`config.mk`:
```
export PLATFORM = sky130hd
export DESIGN_NAME = nibble_serial_adder
export DESIGN_NICKNAME = d
export VERILOG_FILES = /design/src/rtl/nibble_serial_adder.sv
export SDC_FILE = /design/constraint.sdc
export NUM_CORES = 1
export LEC_CHECK = 0
export CAP_MARGIN = 20
export CORE_MARGIN = 2
export CORE_UTILIZATION = 50
export DETAILED_ROUTE_END_ITERATION = 10
export PLACE_DENSITY = 0.84
export SLEW_MARGIN = 10
export SYNTH_ARGS = -nofsm -noshare
export SYNTH_HDL_FRONTEND = slang
export SYNTH_SLANG_ARGS = --single-unit
```
`constraint.sdc`:
```
create_clock -name clk -period 2.5 [get_ports clk]
set_clock_uncertainty 0.05 [all_clocks]
set_input_delay 0.5 -clock clk [delete_from_list [all_inputs] [get_ports clk]]
set_output_delay 0.5 -clock clk [all_outputs]
set_load 0.1 [all_outputs]
```
`src/rtl/nibble_serial_adder.sv`:
```
// -----------------------------------------------------------------------------
// nibble_serial_adder
//   Multi-cycle adder for WIDTH = 4*NIBBLES bit operands. One 4-bit
//   generate/propagate slice is reused once per clock. The carry between
//   nibbles is held in a 1-bit register. Operands enter and results leave
//   through valid/ready handshakes.
//
// Parameters
//   NIBBLES   number of 4-bit slices per operand (legal range 2..16)
//
// Ports
//   clk        in   1      rising-edge clock
//   rst        in   1      asynchronous active-high reset
//   in_valid   in   1      operand request
//   in_ready   out  1      block can accept operands (IDLE, after reset)
//   a, b       in   WIDTH  operands (unsigned or two's complement)
//   cin        in   1      carry into nibble 0
//   out_valid  out  1      result available (registered)
//   out_ready  in   1      consumer accepts result
//   sum        out  WIDTH  a + b + cin mod 2^WIDTH (registered)
//   cout       out  1      carry out of the MSB (registered)
//   ovf        out  1      signed overflow (registered)
//   busy       out  1      high in RUN or DONE
// -----------------------------------------------------------------------------
module nibble_serial_adder #(
    parameter int NIBBLES = 4,
    localparam int WIDTH  = 4 * NIBBLES
) (
    input  logic             clk,
    input  logic             rst,
    input  logic             in_valid,
    output logic             in_ready,
    input  logic [WIDTH-1:0] a,
    input  logic [WIDTH-1:0] b,
    input  logic             cin,
    output logic             out_valid,
    input  logic             out_ready,
    output logic [WIDTH-1:0] sum,
    output logic             cout,
    output logic             ovf,
    output logic             busy
);

    localparam int IDX_W = $clog2(NIBBLES);
    localparam logic [IDX_W-1:0] LAST_IDX = IDX_W'(NIBBLES - 1);

    typedef enum logic [1:0] {
        ST_IDLE = 2'd0,
        ST_RUN  = 2'd1,
        ST_DONE = 2'd2
    } state_t;

    state_t             state_r;
    state_t             state_next_s;
    logic [IDX_W-1:0]   idx_r;
    logic               carry_r;
    logic [WIDTH-1:0]   a_sh_r;
    logic [WIDTH-1:0]   b_sh_r;
    logic [WIDTH-1:0]   sum_r;
    logic               cout_r;
    logic               ovf_r;
    logic               out_valid_r;
    // Holds in_ready low until the first edge after reset is released.
    logic               ready_en_r;
    logic               in_ready_s;
    logic               busy_s;
    logic               accept_s;
    logic               last_s;
    logic [5:0]         slice_s;

    // 4-bit generate/propagate slice. Returns {c4, c3, s[3:0]}; c3 is the
    // carry into bit 3, needed for signed overflow on the top nibble.
    function automatic logic [5:0] slice_add(
        input logic [3:0] x,
        input logic [3:0] y,
        input logic       c0
    );
        logic [4:0] c;
        logic [3:0] s;
        c[0] = c0;
        for (int i = 0; i < 4; i++) begin
            s[i]     = (x[i] ^ y[i]) ^ c[i];
            c[i + 1] = (x[i] & y[i]) | ((x[i] ^ y[i]) & c[i]);
        end
        return {c[4], c[3], s};
    endfunction

    // Slice evaluation; the current nibble always sits at bits [3:0] of the
    // operand shift registers.
    always_comb begin
        slice_s = slice_add(a_sh_r[3:0], b_sh_r[3:0], carry_r);
    end

    // Handshake and status decode from state.
    always_comb begin
        in_ready_s = 1'b0;
        busy_s     = 1'b0;
        if (state_r == ST_IDLE) begin
            in_ready_s = ready_en_r;
        end else begin
            busy_s = 1'b1;
        end
        accept_s = in_ready_s & in_valid;
        last_s   = (idx_r == LAST_IDX);
    end

    // Next-state logic.
    always_comb begin
        state_next_s = state_r;
        case (state_r)
            ST_IDLE: begin
                if (accept_s) begin
                    state_next_s = ST_RUN;
                end else begin
                    state_next_s = ST_IDLE;
                end
            end
            ST_RUN: begin
                if (last_s) begin
                    state_next_s = ST_DONE;
                end else begin
                    state_next_s = ST_RUN;
                end
            end
            ST_DONE: begin
                if (out_valid_r && out_ready) begin
                    state_next_s = ST_IDLE;
                end else begin
                    state_next_s = ST_DONE;
                end
            end
            default: begin
                state_next_s = ST_IDLE;
            end
        endcase
    end

    // State register.
    always_ff @(posedge clk or posedge rst) begin
        if (rst) begin
            state_r <= ST_IDLE;
        end else begin
            state_r <= state_next_s;
        end
    end

    // Datapath: operand shifting, carry chain, result assembly, out_valid.
    always_ff @(posedge clk or posedge rst) begin
        if (rst) begin
            ready_en_r  <= 1'b0;
            idx_r       <= '0;
            carry_r     <= 1'b0;
            a_sh_r      <= '0;
            b_sh_r      <= '0;
            sum_r       <= '0;
            cout_r      <= 1'b0;
            ovf_r       <= 1'b0;
            out_valid_r <= 1'b0;
        end else begin
            ready_en_r <= 1'b1;
            case (state_r)
                ST_IDLE: begin
                    if (accept_s) begin
                        a_sh_r  <= a;
                        b_sh_r  <= b;
                        carry_r <= cin;
                        idx_r   <= '0;
                        sum_r   <= '0;
                    end
                end
                ST_RUN: begin
                    a_sh_r  <= {4'b0000, a_sh_r[WIDTH-1:4]};
                    b_sh_r  <= {4'b0000, b_sh_r[WIDTH-1:4]};
                    carry_r <= slice_s[5];
                    sum_r[{idx_r, 2'b00} +: 4] <= slice_s[3:0];
                    if (last_s) begin
                        // Wrap instead of incrementing so idx never passes
                        // NIBBLES-1 for non-power-of-two builds.
                        idx_r       <= '0;
                        cout_r      <= slice_s[5];
                        ovf_r       <= slice_s[5] ^ slice_s[4];
                        out_valid_r <= 1'b1;
                    end else begin
                        idx_r <= idx_r + {{(IDX_W-1){1'b0}}, 1'b1};
                    end
                end
                ST_DONE: begin
                    if (out_ready) begin
                        out_valid_r <= 1'b0;
                    end
                end
                default: begin
                    out_valid_r <= 1'b0;
                end
            endcase
        end
    end

    assign in_ready  = in_ready_s;
    assign busy      = busy_s;
    assign out_valid = out_valid_r;
    assign sum       = sum_r;
    assign cout      = cout_r;
    assign ovf       = ovf_r;

endmodule

```
==> results of run 1 <==
==> worst paths after layout <==
kind / startpoint / end / slack [ns]
worst max-delay path: carry_r$_DFFE_PP0P_ / sum[15]$_DFFE_PP0P_ / 0.17
min in group asynchronous: rst / ready_en_r$_DFF_PP0_ / 0.46
max in group asynchronous: rst / b_sh_r[1]$_DFFE_PP0P_ / 1.40
worst min-delay path: a_sh_r[5]$_DFFE_PP0P_ / a_sh_r[5]$_DFFE_PP0P_ / 0.43
worst min register to register: a_sh_r[5]$_DFFE_PP0P_ / a_sh_r[5]$_DFFE_PP0P_ / 0.43
worst max register to register: carry_r$_DFFE_PP0P_ / sum[15]$_DFFE_PP0P_ / 0.17
==> kinds of logic after synthesis <==
kind of cell,Yosys count
AOI/OAI and AO/OA,79
xor gates and xnor gates,1
adders and majority gates,8
buffers and inverters,23
DFF,57
muxes,1
other,1
and+or+nand+nor,45
==> cell type report <==
cell class / instances / area, um^2 / share of cell area [%]
clock buffer: 14 / 163 / 4.85
multi-input combinational: 135 / 1030 / 30.7
sequential: 57 / 1430 / 42.6
inverter: 10 / 37.5 / 1.12
tap: 67 / 83.8 / 2.50
timing repair buffer: 63 / 613 / 18.3
==> where the power goes <==
| group | leakage [uW] | total [uW] | internal (uW) | switching [uW] |
|---|---|---|---|---|
| Clock | 0.0000826 | 731 | 404 | 327 |
| Sequential | 0.000750 | 1490 | 1260 | 230 |
| Combinational | 0.000841 | 2500 | 857 | 1650 |
==> state kept, by name (all words and copies together) (netlist names) <==
| register | flops |
|---|---|
| cout | 1 |
| a_sh_r | 16 |
| carry_r | 1 |
| b_sh_r | 16 |
| ovf | 1 |
| out_valid | 1 |
| ready_en_r | 1 |
| sum | 16 |
| idx_r | 2 |
| state_r | 2 |
==> through the flow <==
step	total power [uW]	util, %	setup WS [ns]
after floorplan	3370	-	0.127
after global placement	3920	66.1	0.229
after detailed placement	3980	66.1	0.151
after CTS	4740	69.5	0.0791
after global routing	5040	69.6	0.0584
final	4730	69.6	0.167
==> cell usage in the layout (no fill, tap or decap), types with 2 or more instances in the layout <==
master	Yosys	final
nor3_1	4	4
clkbuf_1	1	3
nand3b_1	3	3
dfrtp_1	57	57
ha_1	4	4
a21oi_1	3	3
clkdlybuf4s50_1	0	36
inv_1	10	9
nand2_1	21	21
fa_2	0	2
buf_12	0	4
fa_1	4	2
o31ai_1	2	2
a221o_1	4	4
clkbuf_8	0	11
nor2_1	3	2
a22o_1	29	29
o2bb2ai_1	8	8
buf_4	4	23
a21o_1	21	21
o21ai_0	10	10
==> per-layer routing <==
layer	wire (um)	share of wire [%]
met1	2340	45
met2	2590	49
met3	201	3.8
met4	95	1.8
met5	0	0
==> timing repair <==
item                                    CTS  global route
endpoints found under the setup margin    0             4
gates resized for setup                   0             2
hold buffers                              0             0
==> results.ini, run 1 <==
[synthesis]
ys_ff_latch=57
async_flop_share_pct=100
synth_top_area_share_pct=56.0
synth.most_common_cell=dfrtp_1
syn_inst=215
syn_nets=260
ys_top_cells_by_area=dfrtp_1 56%, a22o_1 10%, a21o_1 6.2%, fa_1 3.1%, nand2_1 3.1%
yosysSeqAreaShare_pct=56.0
synth-simple-area-share_pct=9.18
synthMuxAreaShare_pct=0.442
ys_types=39
synth_top_family_by_area=compound AO/OA/AOI/OAI gates
synth_area_leader_cell=dfrtp_1
yosys-top-cells-count=57 x dfrtp_1, 29 x a22o_1, 21 x a21o_1, 21 x nand2_1
syn-cell-area_um2=2550
ys.flop_type=dfrtp_1
synth_adder_area_share_pct=5.11
synth_edf_count=0
synth-compound-area-share_pct=24.3
yosysWarnings=0
syn_area_per_cell_um2=11.8
synth_xor_area_share_pct=0.344

[placement]
gp_congestion=0.837
dp.cells=332
placed_area_um2=3180
portBuffers=57
place_hpwl_um=3700

[detailed_routing]
ant_nets=0
dr.pass1.iters=4
num_vias=1874
via_per_inst=5.42
drt_iter0_markers=143
drt-wirelength-per-cell_um=15.1
drc_errors=0
drt_wl_total_um=5230

[layout]
stdcell_area_um2=3350
layout.cells.non_filler=346
drive_gt1_share_pct=16.5
antenna_cells=0
nFillCells=374
area_delta_synth_final_pct=31.6
nets=321

[global_routing]
grt_start_max_net_pins=36
grt_usage_pct=21.5
busiest_layer=met2
antenna_found_initial=0
grtUsageMet1_pct=28.1
grt_use_met3_pct=5.56
grt_first_pass_wirelength_um=8960
overflow=0
met2_usage_pct=33.6
grt_pass1_vias=1848

[sta]
maxSlewViolCount=0
max_freq_mhz=429
fin_setup_tns_ns=0
maxSlewHeadroom_pct=58.3
rsz0062_at_grt=no
whs_ns=0.426
worstMarginPinSlew_ns=0.626
period_share_pct=93.3
hold_viol=0
period_needed_ns=2.33
setup_violations=0

[floorplanning]
pin_count=58
die_y_um=75.4
die-width_um=75.4
dieArea_um2=5680
row_count=25
initial_core_util_pct=52.9
core-area_um2=4820

[pwr]
power_density_nw_per_um2=1410
ir_worst_vdd_mv=0.595
leakage_uw=0.00167

[cts]
root_buffer=clkbuf_8
clk_latency_ns=0.33
cts_tree=done
clock_path_buffers=2
cts.clk_slew.worst_paths_ns=0.06
numCtsBuffers=9
post_cts_buffers=0
h-tree-depth=3
numClockSinks=57

[setup_path]
critPathRequiredTime_ns=2.66
critPathMaxStageDelay_ns=0.47
critPathArrivalTime_ns=2.49
crit_fanout=4
worstSetupPathType=register to register
reg2regPathDepth=7
crit_chain=fa_1 > inv_1 > fa_1 > fa_2 > inv_1 > fa_2 > a22o_1
critPathBufInv=2
end_kind=register
cpLargestDelayFamily=adder cells
slowest_stage=fa_2
cp-start-kind=register
cp.depth=7

[min_path]
worstHoldPathCells=1
hold_path_class=register to register

[run]
drv_cap=0

[status]
status=finished clean

Note: power is estimated with default switching activity, not from simulation.
==> run 2, diff against run 1 <==
CTS_CLUSTER_SIZE = 40   (was unset)
==> results of run 2 <==
No change in the layout: final DEF, timing and power equal those of run 1.
==> run 3, diff against run 2 <==
CORE_ASPECT_RATIO = 0.5   (was unset)
==> results.ini, run 3 (synthesis results as in run 1) <==
[layout]
seqCellArea_um2=1430  ; unchanged
nets=322  ; was 321
layout_common_cells=57 x dfrtp_1, 36 x clkdlybuf4s50_1, 29 x a22o_1, 25 x buf_4  ; was 57 x dfrtp_1, 36 x clkdlybuf4s50_1, 29 x a22o_1, 23 x buf_4
multi_input_area_um2=1020  ; was 1030 um^2
drive_gt1_share_pct=17.0  ; was 16.5%
layout.cells.non_filler=352  ; was 346
layout_commonest_cell=dfrtp_1  ; unchanged
area_delta_synth_final_pct=33.1  ; was 31.6%
nFillCells=377  ; was 374
antenna_cells=0  ; unchanged

[setup_path]
crit_start=a_sh_r[0]$_DFFE_PP0P_  ; was carry_r$_DFFE_PP0P_
cp_common_cell=fa_1
slowest_stage=fa_1  ; was fa_2
end_kind=register  ; unchanged
worstSetupPathType=register to register  ; unchanged
cp-start-kind=register  ; unchanged
cpLargestDelayFamily=adder cells  ; unchanged
critPathArrivalTime_ns=2.48  ; was 2.49 ns
r2r_start=a_sh_r[0]$_DFFE_PP0P_  ; was carry_r$_DFFE_PP0P_
crit_fanout=4  ; unchanged
critPathMaxStageDelay_ns=0.46  ; was 0.47 ns
critPathBufInv=2  ; unchanged
critPathRequiredTime_ns=2.67  ; was 2.66 ns
crit_chain=fa_1 > inv_1 > fa_1 > fa_1 > inv_1 > fa_1 > a22o_1  ; was fa_1 > inv_1 > fa_1 > fa_2 > inv_1 > fa_2 > a22o_1

[global_routing]
grt_start_max_net_pins=34  ; was 36
grt_usage_pct=19.9  ; was 21.5%
overflow=0  ; unchanged
grt_first_pass_wirelength_um=8340  ; was 8960 um
grt_pass1_vias=1669  ; was 1848
antenna_found_initial=0  ; unchanged

[cts]
clock_path_buffers=2  ; unchanged
numClockSinks=57  ; unchanged
root_buffer=clkbuf_8  ; unchanged
cts_tree=done  ; unchanged
clk_latency_ns=0.33  ; about the same
cts_resized=0  ; unchanged
post_cts_buffers=0  ; unchanged
h-tree-depth=3  ; unchanged
numCtsBuffers=9  ; unchanged
ctsHoldBuffers=0  ; unchanged
cts.clk_slew.worst_paths_ns=0.06  ; about the same

[sta]
setup_violations=0  ; unchanged
period_share_pct=92.6  ; was 93.3%
period_needed_ns=2.31  ; was 2.33 ns
max_freq_mhz=432  ; was 429 MHz
maxSlewViolCount=0  ; unchanged
maxSlewHeadroom_pct=63.3  ; was 58.3%
rsz0062_at_grt=no  ; unchanged
worstMarginPinSlew_ns=0.550  ; was 0.626 ns
fin_setup_tns_ns=0  ; unchanged
hold_viol=0  ; unchanged

[run]
drv_cap=0  ; unchanged

[min_path]
hold_path_class=register to register  ; unchanged
min_from=a_sh_r[7]$_DFFE_PP0P_  ; was a_sh_r[5]$_DFFE_PP0P_

[detailed_routing]
drt_iter0_markers=122  ; was 143
num_vias=1892  ; was 1874
dr.pass1.iters=4  ; unchanged
ant_nets=0  ; unchanged
drt-wirelength-per-cell_um=14.9  ; was 15.1 um
drt_wl_total_um=5240  ; was 5230 um
via_per_inst=5.38  ; was 5.42
drc_errors=0  ; unchanged

[placement]
portBuffers=57  ; unchanged
gp_congestion=0.828  ; was 0.837
place_hpwl_um=3740  ; was 3700 um
dp.cells=336  ; was 332

[floorplanning]
row_count=18  ; was 25
die_y_um=54.5  ; was 75.4 um
core-area_um2=4910  ; was 4820 um^2
dieArea_um2=5720  ; was 5680 um^2
initial_core_util_pct=51.9  ; was 52.9%
die-width_um=105  ; was 75.4 um
pin_count=58  ; unchanged

[pwr]
power_density_nw_per_um2=1430  ; was 1410 nW/um^2
ir_worst_vdd_mv=0.825  ; was 0.595 mV
leakage_uw=0.00170  ; was 0.00167 uW

[status]
status=finished clean  ; unchanged

[run 3: cell count changes in the layout (fill, tap and decap cells not counted)]
| cell | change |
|---|---|
| buf_12 | -1 |
| buf_4 | +2 |
| bufinv_16 | +1 |
| clkbuf_1 | -1 |
| clkbuf_8 | +1 |
| clkinv_2 | +1 |
| fa_1 | +2 |
| fa_2 | -2 |
[run 3: per-layer routing]
layer  vias up  global-route usage [%]  share of wire [%]
met5         -                       0                  0
met4         0                    6.22                1.1
met3         8                    9.05                5.9
met2        51                    29.8                 44
met1       921                    26.2                 49
li1        912                       -                  -
[run 3: metrics by stage]
stage / worst slack, ns / power [uW] / area, um^2 / hold WS [ns] / utilization [%]
2_1_floorplan: 0.127 / 3370 / 2550 / 0.400 / -
3_3_place_gp: 0.226 / 3910 / 3180 / 0.409 / 64.8
3_5_place_dp: 0.180 / 3980 / 3180 / 0.419 / 64.8
4_1_cts: 0.174 / 4880 / 3390 / 0.432 / 69.1
5_1_grt: 0.0991 / 5120 / 3390 / 0.448 / 69.1
6_report: 0.186 / 4850 / 3390 / 0.432 / 69.1
[run 3: power breakdown]
| part | switching, uW | leakage [uW] | internal (uW) |
|---|---|---|---|
| combinational | 1640 | 0.000843 | 830 |
| clock | 338 | 0.000107 | 541 |
| sequential | 238 | 0.000750 | 1260 |
[run 3: path summary, 6_finish.rpt]
| check | end | slack [ns] | cells after the start |
|---|---|---|---|
| max in group asynchronous | b_sh_r[3]$_DFFE_PP0P_ | 1.36 | 3 |
| worst max register to register | sum[15]$_DFFE_PP0P_ | 0.19 | 7 |
| worst min-delay path | a_sh_r[7]$_DFFE_PP0P_ | 0.43 | 1 |
| worst max-delay path | sum[15]$_DFFE_PP0P_ | 0.19 | 7 |
| worst min register to register | a_sh_r[7]$_DFFE_PP0P_ | 0.43 | 1 |
| min in group asynchronous | ready_en_r$_DFF_PP0_ | 0.48 | 2 |
[run 3: cell type report]
class	count	share of cell area, %
Clock buffer	14	5.09
Inverter	10	1.11
Tap cell	70	2.58
Sequential cell	57	42.1
Multi-Input combinational cell	135	30.2
Timing Repair Buffer	64	17.9
Clock inverter	2	1.03
[run 3: worst register-to-register path, cell delays in order, from the launching register on]
cell and delay, ns:
dfrtp_1 0.38, fa_1 0.18, inv_1 0.05, fa_1 0.37, fa_1 0.41, inv_1 0.09, fa_1 0.46, a22o_1 0.22
